$ cat config.mk
export PLATFORM = sky130hd
export DESIGN_NAME = hls_fpx_mul_pipe
export DESIGN_NICKNAME = d
export VERILOG_FILES = /design/src/rtl/hls_fpx_mul_pipe.sv
export SDC_FILE = /design/constraint.sdc
export NUM_CORES = 2
export LEC_CHECK = 0
export ABC_AREA = 0
export CORE_ASPECT_RATIO = 0.5
export CORE_UTILIZATION = 42
export DETAILED_ROUTE_END_ITERATION = 8
export GPL_TIMING_DRIVEN = 0
export PLACE_DENSITY = 0.58
export RECOVER_POWER = 100
export SYNTH_ARGS = -nofsm -noshare
export SYNTH_HDL_FRONTEND = slang
export SYNTH_SLANG_ARGS = --single-unit
$ cat constraint.sdc
create_clock -name nvdla_core_clk -period 8.48 [get_ports nvdla_core_clk]
set_input_delay 0.848 -clock nvdla_core_clk [delete_from_list [all_inputs] [get_ports nvdla_core_clk]]
set_output_delay 0.848 -clock nvdla_core_clk [all_outputs]
set_load 0.01 [all_outputs]
$ cat src/rtl/hls_fpx_mul_pipe.sv
// hls_fpx_mul_pipe: 3-stage parametrised FP multiplier, RNE, flush-to-zero, global-stall back-pressure.
// Define FPX_MUL_NAN_CANON_EN to force every NaN result to the canonical quiet NaN.
module hls_fpx_mul_pipe #(
  parameter int EXP_W = 8,
  parameter int MAN_W = 23
) (
  input  logic                   nvdla_core_clk,
  input  logic                   nvdla_core_rstn,
  input  logic [EXP_W+MAN_W:0]   chn_a_rsc_z,
  input  logic                   chn_a_rsc_vz,
  output logic                   chn_a_rsc_lz,
  input  logic [EXP_W+MAN_W:0]   chn_b_rsc_z,
  input  logic                   chn_b_rsc_vz,
  output logic                   chn_b_rsc_lz,
  output logic [EXP_W+MAN_W:0]   chn_o_rsc_z,
  input  logic                   chn_o_rsc_vz,
  output logic                   chn_o_rsc_lz
);
  localparam int W  = 1 + EXP_W + MAN_W;
  localparam int EW = EXP_W + 2;
  localparam int PW = 2 * (MAN_W + 1);
  localparam logic [EXP_W-1:0]     EMAX  = '1;
  localparam logic [MAN_W-1:0]     QBIT  = {1'b1, {(MAN_W-1){1'b0}}};
  localparam logic signed [EW-1:0] BIAS  = EW'((1 << (EXP_W-1)) - 1);
  localparam logic signed [EW-1:0] EINF  = EW'((1 << EXP_W) - 1);
  localparam logic signed [EW-1:0] EZERO = '0;

  logic                   w_stall, w_acc;
  logic                   w_sa, w_sb, w_s;
  logic [EXP_W-1:0]       w_ea, w_eb;
  logic [MAN_W-1:0]       w_ma, w_mb;
  logic                   w_a_zero, w_b_zero, w_a_inf, w_b_inf, w_a_nan, w_b_nan, w_nan, w_spec;
  logic [W-1:0]           w_canon, w_nan_z, w_spec_z;
  logic signed [EW-1:0]   w_esum;

  logic                   r1_v, r1_s, r1_spec;
  logic signed [EW-1:0]   r1_e;
  logic [MAN_W-1:0]       r1_ma, r1_mb;
  logic [W-1:0]           r1_spec_z;

  logic                   r2_v, r2_s, r2_spec;
  logic signed [EW-1:0]   r2_e;
  logic [PW-1:0]          r2_p;
  logic [W-1:0]           r2_spec_z;

  logic                   w_hi, w_grd, w_stk;
  logic [MAN_W-1:0]       w_man;
  logic [MAN_W:0]         w_man_r;
  logic signed [EW-1:0]   w_e_n;
  logic [W-1:0]           w_res;

  assign w_stall      = chn_o_rsc_lz & ~chn_o_rsc_vz;
  assign w_acc        = chn_a_rsc_vz & chn_b_rsc_vz & ~w_stall;
  assign chn_a_rsc_lz = w_acc;
  assign chn_b_rsc_lz = w_acc;

  assign {w_sa, w_ea, w_ma} = chn_a_rsc_z;
  assign {w_sb, w_eb, w_mb} = chn_b_rsc_z;
  assign w_s      = w_sa ^ w_sb;
  assign w_a_zero = (w_ea == '0);
  assign w_b_zero = (w_eb == '0);
  assign w_a_inf  = (w_ea == EMAX) && (w_ma == '0);
  assign w_b_inf  = (w_eb == EMAX) && (w_mb == '0);
  assign w_a_nan  = (w_ea == EMAX) && (w_ma != '0);
  assign w_b_nan  = (w_eb == EMAX) && (w_mb != '0);
  assign w_nan    = w_a_nan | w_b_nan | (w_a_inf & w_b_zero) | (w_b_inf & w_a_zero);
  assign w_spec   = w_nan | w_a_inf | w_b_inf | w_a_zero | w_b_zero;
  assign w_canon  = {1'b0, EMAX, QBIT};
`ifdef FPX_MUL_NAN_CANON_EN
  assign w_nan_z  = w_canon;
`else
  assign w_nan_z  = w_a_nan ? {w_sa, EMAX, w_ma | QBIT} :
                    w_b_nan ? {w_sb, EMAX, w_mb | QBIT} : w_canon;
`endif
  assign w_spec_z = w_nan ? w_nan_z :
                    (w_a_inf | w_b_inf) ? {w_s, EMAX, {MAN_W{1'b0}}} : {w_s, {(W-1){1'b0}}};
  assign w_esum   = EW'(w_ea) + EW'(w_eb) - BIAS;

  // product lies in [1,4): MSB set means one extra integer bit to shift out
  assign w_hi    = r2_p[PW-1];
  assign w_man   = w_hi ? r2_p[PW-2 -: MAN_W] : r2_p[PW-3 -: MAN_W];
  assign w_grd   = w_hi ? r2_p[MAN_W] : r2_p[MAN_W-1];
  assign w_stk   = w_hi ? |r2_p[MAN_W-1:0] : |r2_p[MAN_W-2:0];
  assign w_man_r = {1'b0, w_man} + {{MAN_W{1'b0}}, w_grd & (w_stk | w_man[0])};
  assign w_e_n   = r2_e + EW'(w_hi) + EW'(w_man_r[MAN_W]);
  assign w_res   = r2_spec ? r2_spec_z :
                   (w_e_n >= EINF)  ? {r2_s, EMAX, {MAN_W{1'b0}}} :
                   (w_e_n <= EZERO) ? {r2_s, {(W-1){1'b0}}} :
                   {r2_s, w_e_n[EXP_W-1:0], w_man_r[MAN_W-1:0]};

  always_ff @(posedge nvdla_core_clk or negedge nvdla_core_rstn) begin
    if (!nvdla_core_rstn) begin
      r1_v         <= 1'b0;
      r1_s         <= 1'b0;
      r1_spec      <= 1'b0;
      r1_e         <= '0;
      r1_ma        <= '0;
      r1_mb        <= '0;
      r1_spec_z    <= '0;
      r2_v         <= 1'b0;
      r2_s         <= 1'b0;
      r2_spec      <= 1'b0;
      r2_e         <= '0;
      r2_p         <= '0;
      r2_spec_z    <= '0;
      chn_o_rsc_lz <= 1'b0;
      chn_o_rsc_z  <= '0;
    end else if (!w_stall) begin
      r1_v         <= w_acc;
      r1_s         <= w_s;
      r1_spec      <= w_spec;
      r1_e         <= w_esum;
      r1_ma        <= w_ma;
      r1_mb        <= w_mb;
      r1_spec_z    <= w_spec_z;
      r2_v         <= r1_v;
      r2_s         <= r1_s;
      r2_spec      <= r1_spec;
      r2_e         <= r1_e;
      r2_p         <= PW'({1'b1, r1_ma}) * PW'({1'b1, r1_mb});
      r2_spec_z    <= r1_spec_z;
      chn_o_rsc_lz <= r2_v;
      chn_o_rsc_z  <= w_res;
    end
  end
endmodule
# After elaboration in Yosys (flattened, before gate mapping)
# Index checks and enable logic that the tools add are counted.
[classes] add_sub_neg=5 n_mul=1 n_lt_le_gt_ge=2 eq_ne=2 n_mux=10 n_bitwise=18 reduce_logical=12
[op_table] cell="$mux W32" count=4
[op_table] cell="$mux W31" count=3
[op_table] cell="$mul A24 B24 Y48" count=1
[op_table] cell="$logic_not A23 Y1" count=2
[op_table] cell="$reduce_bool A23 Y1" count=2
[op_table] cell="$add A23 B1 Y24" count=1
[op_table] cell="$mux W23" count=1
[op_table] cell="$reduce_or A23 Y1" count=1
[op_table] cell="$reduce_or A22 Y1" count=1
[op_table] cell="$add A10 B1 Y10" count=2
[op_table] cell="$eq A8 B8 Y1 const B" count=2
[op_table] cell="$logic_not A8 Y1" count=2
[op_table] cell="$ge A10 B9 Y1 const B" count=1
[op_table] cell="$le A10 B1 Y1 const B" count=1
[op_table] cell="$sub A9 B7 Y10 const B" count=1
[op_table] cell="$add A8 B8 Y9" count=1
[op_table] cell="$or A1 B1 Y1" count=9
[op_table] cell="$and A1 B1 Y1" count=6
[op_table] cell="$logic_and A1 B1 Y1" count=4
[op_table] cell="$mux W1" count=2
[op_table] cell="$not A1 Y1" count=2
[op_table] cell="$xor A1 B1 Y1" count=1
[word_totals] ff_bits=217 inputBits=69 out_inout_bits=35 wordCells=65

# Logic depth before layout (Yosys ltp)
[logic_depth] word_depth=10 mapped_depth=26 depth_no_buf=24

# Least setup slack after synthesis
# No wires, ideal clock.
[synth_timing] path_kind="reg2reg" startpoint="register r1_ma[8]" endpoint="register r2_p[44]" setup_time_ps=80 arrival_ps=6595 required_ps=8400 setup_slack_ps=1805 stages_incl_launch_ff=25 n_path_buf=2 period_less_slack_ps=6675 cell_sequence="dfrtp_1 > clkbuf_1 > clkbuf_1 > nand2_1 > fa_1 > fa_1 > inv_1 > fa_1 > inv_1 > fa_1 > inv_1 > fa_1 > fa_1 > inv_1 > fa_1 > inv_1 > ha_1 > nand2_1 > or3_1 > nor4_2 > nor3_2 > a2111oi_2 > o2111ai_1 > and3_1 > nor3_2"
[synth_between] elab_chain_cells=1
[synth_lines] item="start, declared" line="38" rtl="logic [MAN_W-1:0] r1_ma, r1_mb;"
[synth_lines] item="start signal, assigned" line="113" rtl="r1_ma <= w_ma;"
[synth_lines] item="$mul A24 B24 Y48" line="120" rtl="r2_p <= PW'({1'b1, r1_ma}) * PW'({1'b1, r1_mb});"
[synth_lines] item="end signal, assigned" line="120"
[synth_lines] item="end, declared" line="43" rtl="logic [PW-1:0] r2_p;"
# No other way between the ends.
# A chain may end at the register's enable or synchronous reset.

# Worst setup path in the final report
[layout_timing] startpoint="register r1_ma[9]" endpoint="register r2_p[45]"
# Same word-level chain as after synthesis.

==> flow_summary.toml <==
[synthesis]
synth_ff_type = "dfrtp_1"
yosysTopAreaCellShare = 0.3373
netlist_instances = 3276
yosys_warnings = 0
syn-cell-area_um2 = 28720
ys_seq_area_frac = 0.1769
synth_area_leader_cell = "fa_1"
synthTopCellsByArea = "fa_1 34%, dfrtp_1 18%, ha_1 8.3%, nand2_1 7.8%, inv_1 7.7%"
synth_cell_types = 81
syn-num-nets = 4019
ys_ff_latch = 203
async_reset_ff_frac = 1.000
synth_area_per_cell_um2 = 8.768
synth_edf_count = 0

[global_routing]
grt_overflow_total = 0
globalRouteTotalUtil = 0.3090
grt_max_degree = 116
grt_pass1_vias = 24340
grt_pass1_wl_um = 157900
grt_antenna_before_repair = 3

[timing]
fin_tns_setup_ns = 0
maxSlewViolCount = 222
maxSlewHeadroom = -2.508
timing.hold.ws_ns = 0.4584
rsz0062_at_grt = "no"
setup_viol = 0
finalHoldViolations = 0
finClkSkew_ns = 0.01426
period_minus_slack_ns = 8.231
tightestPinTransition_ns = 5.263
fmax_mhz = 121.5
worst_slack_ns = 0.2487
min_period_over_period = 0.9707

[cts]
cts.sink_count = 203
cts_root_buffer = "clkbuf_16"
cts.htree.levels = 1
worst_skew_pair.late_latency_ns = 0.56
cts_buffer_depth = 3
cts_made_buffers = 24
tritoncts = "built"
clk_pin_slew_ns = 0.07

[worst_setup_path]
crit_top_cell = "fa_1"
reg2reg_to = "r2_p[45]$_DFFE_PN0N_"
cp-end-kind = "flip-flop"
crit_start = "r1_ma[9]$_DFFE_PN0N_"
path_cells = "clkbuf_1, nand2_1, fa_1, inv_1, fa_1, inv_1, fa_1, inv_1, fa_1, fa_1, fa_1, inv_1, fa_1, inv_1, ha_1, and2_0, and3_1, nand3_1, o21ai_0, a21oi_1, a21oi_1, a2111oi_0, a211oi_1"
cp-start-kind = "flip-flop"
rr_worst_depth = 23
crit_cells = 23
crit_required_ns = 8.94
critical_path_class = "reg2reg"
slowest_delay_ns = 0.78
r2r_start = "r1_ma[9]$_DFFE_PN0N_"
cpLargestDelayFamily = "adder cells"
cp-endpoint = "r2_p[45]$_DFFE_PN0N_"
path_buf_inv = 6
r2r_slack_ns = 0.25
crit_slowest_cell = "clkbuf_1"
worstPathArrival_ns = 8.70
crit_fanout = 10

[finish]
nNetsFinal = 4150
mostFrequentLayoutCell = "nand2_1"
antennaDiodeCount = 0
fin_util = 0.4718
syn2layout_area_growth_pct = 10.57
mostFrequentLayoutCells = "600 x nand2_1, 590 x inv_1, 484 x fa_1"
nFillCells = 6630
drive_gt1_frac = 0.02715

[floorplan]
start_util = 0.4267
num_rows = 67
dieArea_um2 = 69500
core_um2 = 67320
fp.dieW_um = 371.8
die_y_um = 186.9
io_pins = 104

[run]
cap_violations = 4

[drt]
wirelength_um = 104000
drtIter0Drc = 2197
vias = 23410
wl_per_cell_um = 24.06
drt_pass1_iterations = 6
final_antenna_net_count = 0
drt_drc_violations_left = 0
via_per_inst = 5.417

[place]
port_buffers = 103
hpwl_um = 84160
place_ws_ns = -0.05429
place.gp.congestion = 1.038

[run_status]
status = "finished with violations"
violations = "max-capacitance violations, max-slew violations"

[hold_path]
hold_path.class = "reg2reg"
## area by class of cell
| cell class | instances | area [um^2] | share of cell area |
|---|---|---|---|
| plain buffers | 172 | 765.7 | 0.02411 |
| clock buffers | 30 | 653.1 | 0.02056 |
| clock inverters | 14 | 254.0 | 0.007997 |
| inverters | 594 | 2233 | 0.07032 |
| multi-input cells | 2307 | 20620 | 0.6491 |
| flip-flops and latches | 203 | 5081 | 0.1600 |
| well taps | 897 | 1122 | 0.03534 |
| repair buffers | 105 | 1033 | 0.03254 |
## routing by layer
layer / part of all wire / routed length (um) / global-route usage / vias up
li1: - / - / - / 10280
met5: 0 / 0 / 0 / -
met3: 0.10 / 10720 / 0.07814 / 176
met1: 0.44 / 45610 / 0.4465 / 11920
met2: 0.43 / 44350 / 0.4613 / 1034
met4: 0.032 / 3332 / 0.07850 / 0
## cell families after synthesis
family          share of synthesized area
buf+inv                            0.1045
fa+ha+maj                          0.4201
simple gates                       0.1938
compound gates                    0.07545
xor+xnor                          0.02348
flops                              0.1769
mux                              0.005706
## cells in the mapped netlist, types with 23 or more instances
master and number:
a21o_1 23, a21oi_1 101, a221oi_1 45, and2_1 254, clkbuf_1 148, dfrtp_1 203, fa_1 484, ha_1 190
inv_1 590, nand2_1 600, nand3_1 35, nor2_1 216, nor4_1 24, o21ai_0 67, xnor2_1 44, xor2_1 33
## worst register-to-register path, delay by kind of cell (launching register included)
kind | cells | cell delay [ns]
AO/OA/AOI/OAI | 5 | 1.79
adder cells (fa/ha/maj) | 8 | 3.91
buffers and inverters | 6 | 1.08
flip-flops | 1 | 0.66
AND/OR/NAND/NOR | 4 | 0.70
## sequential cells by signal, indices dropped and copies added, names as in the netlist
register and count:
r2_spec 1, r1_spec_z 25, r1_ma 23, r2_spec_z 25, r1_spec 1, r1_v 1
r1_mb 23, r2_p 48, chn_o_rsc_z 32, r1_s 1, r2_s 1, r1_e 10
chn_o_rsc_lz 1, r2_e 10, r2_v 1
## through the flow
step,std cells,area [um^2]
finish,4322,31760
global route,4322,31760
CTS,4322,31840
detailed placement,4278,30930
global placement,4276,30880
floorplan,3276,28720
## repair_timing
item	in CTS	in global routing
resized for setup	1	35
hold buffers	0	0
endpoints found under the setup margin	1	10
setup buffers	0	0
## worst min path at each step
stage                                   startpoint  cells after the start                  endpoint  slack [ns]
after floorplan                   r2_v$_DFFE_PN0N_                      2          r2_v$_DFFE_PN0N_        0.43
after global placement            r2_v$_DFFE_PN0N_                      2          r2_v$_DFFE_PN0N_        0.44
after detailed placement          r2_v$_DFFE_PN0N_                      2          r2_v$_DFFE_PN0N_        0.45
after CTS                          nvdla_core_rstn                      1       r1_e[6]$_DFFE_PN0N_        0.33
after global routing      r2_spec_z[7]$_DFFE_PN0N_                      2  r2_spec_z[7]$_DFFE_PN0N_        0.49
final                             r2_v$_DFFE_PN0N_                      2          r2_v$_DFFE_PN0N_        0.46
Power is not shown: default switching activity piles up to over one toggle a cycle in this logic, so the estimate is an artifact.
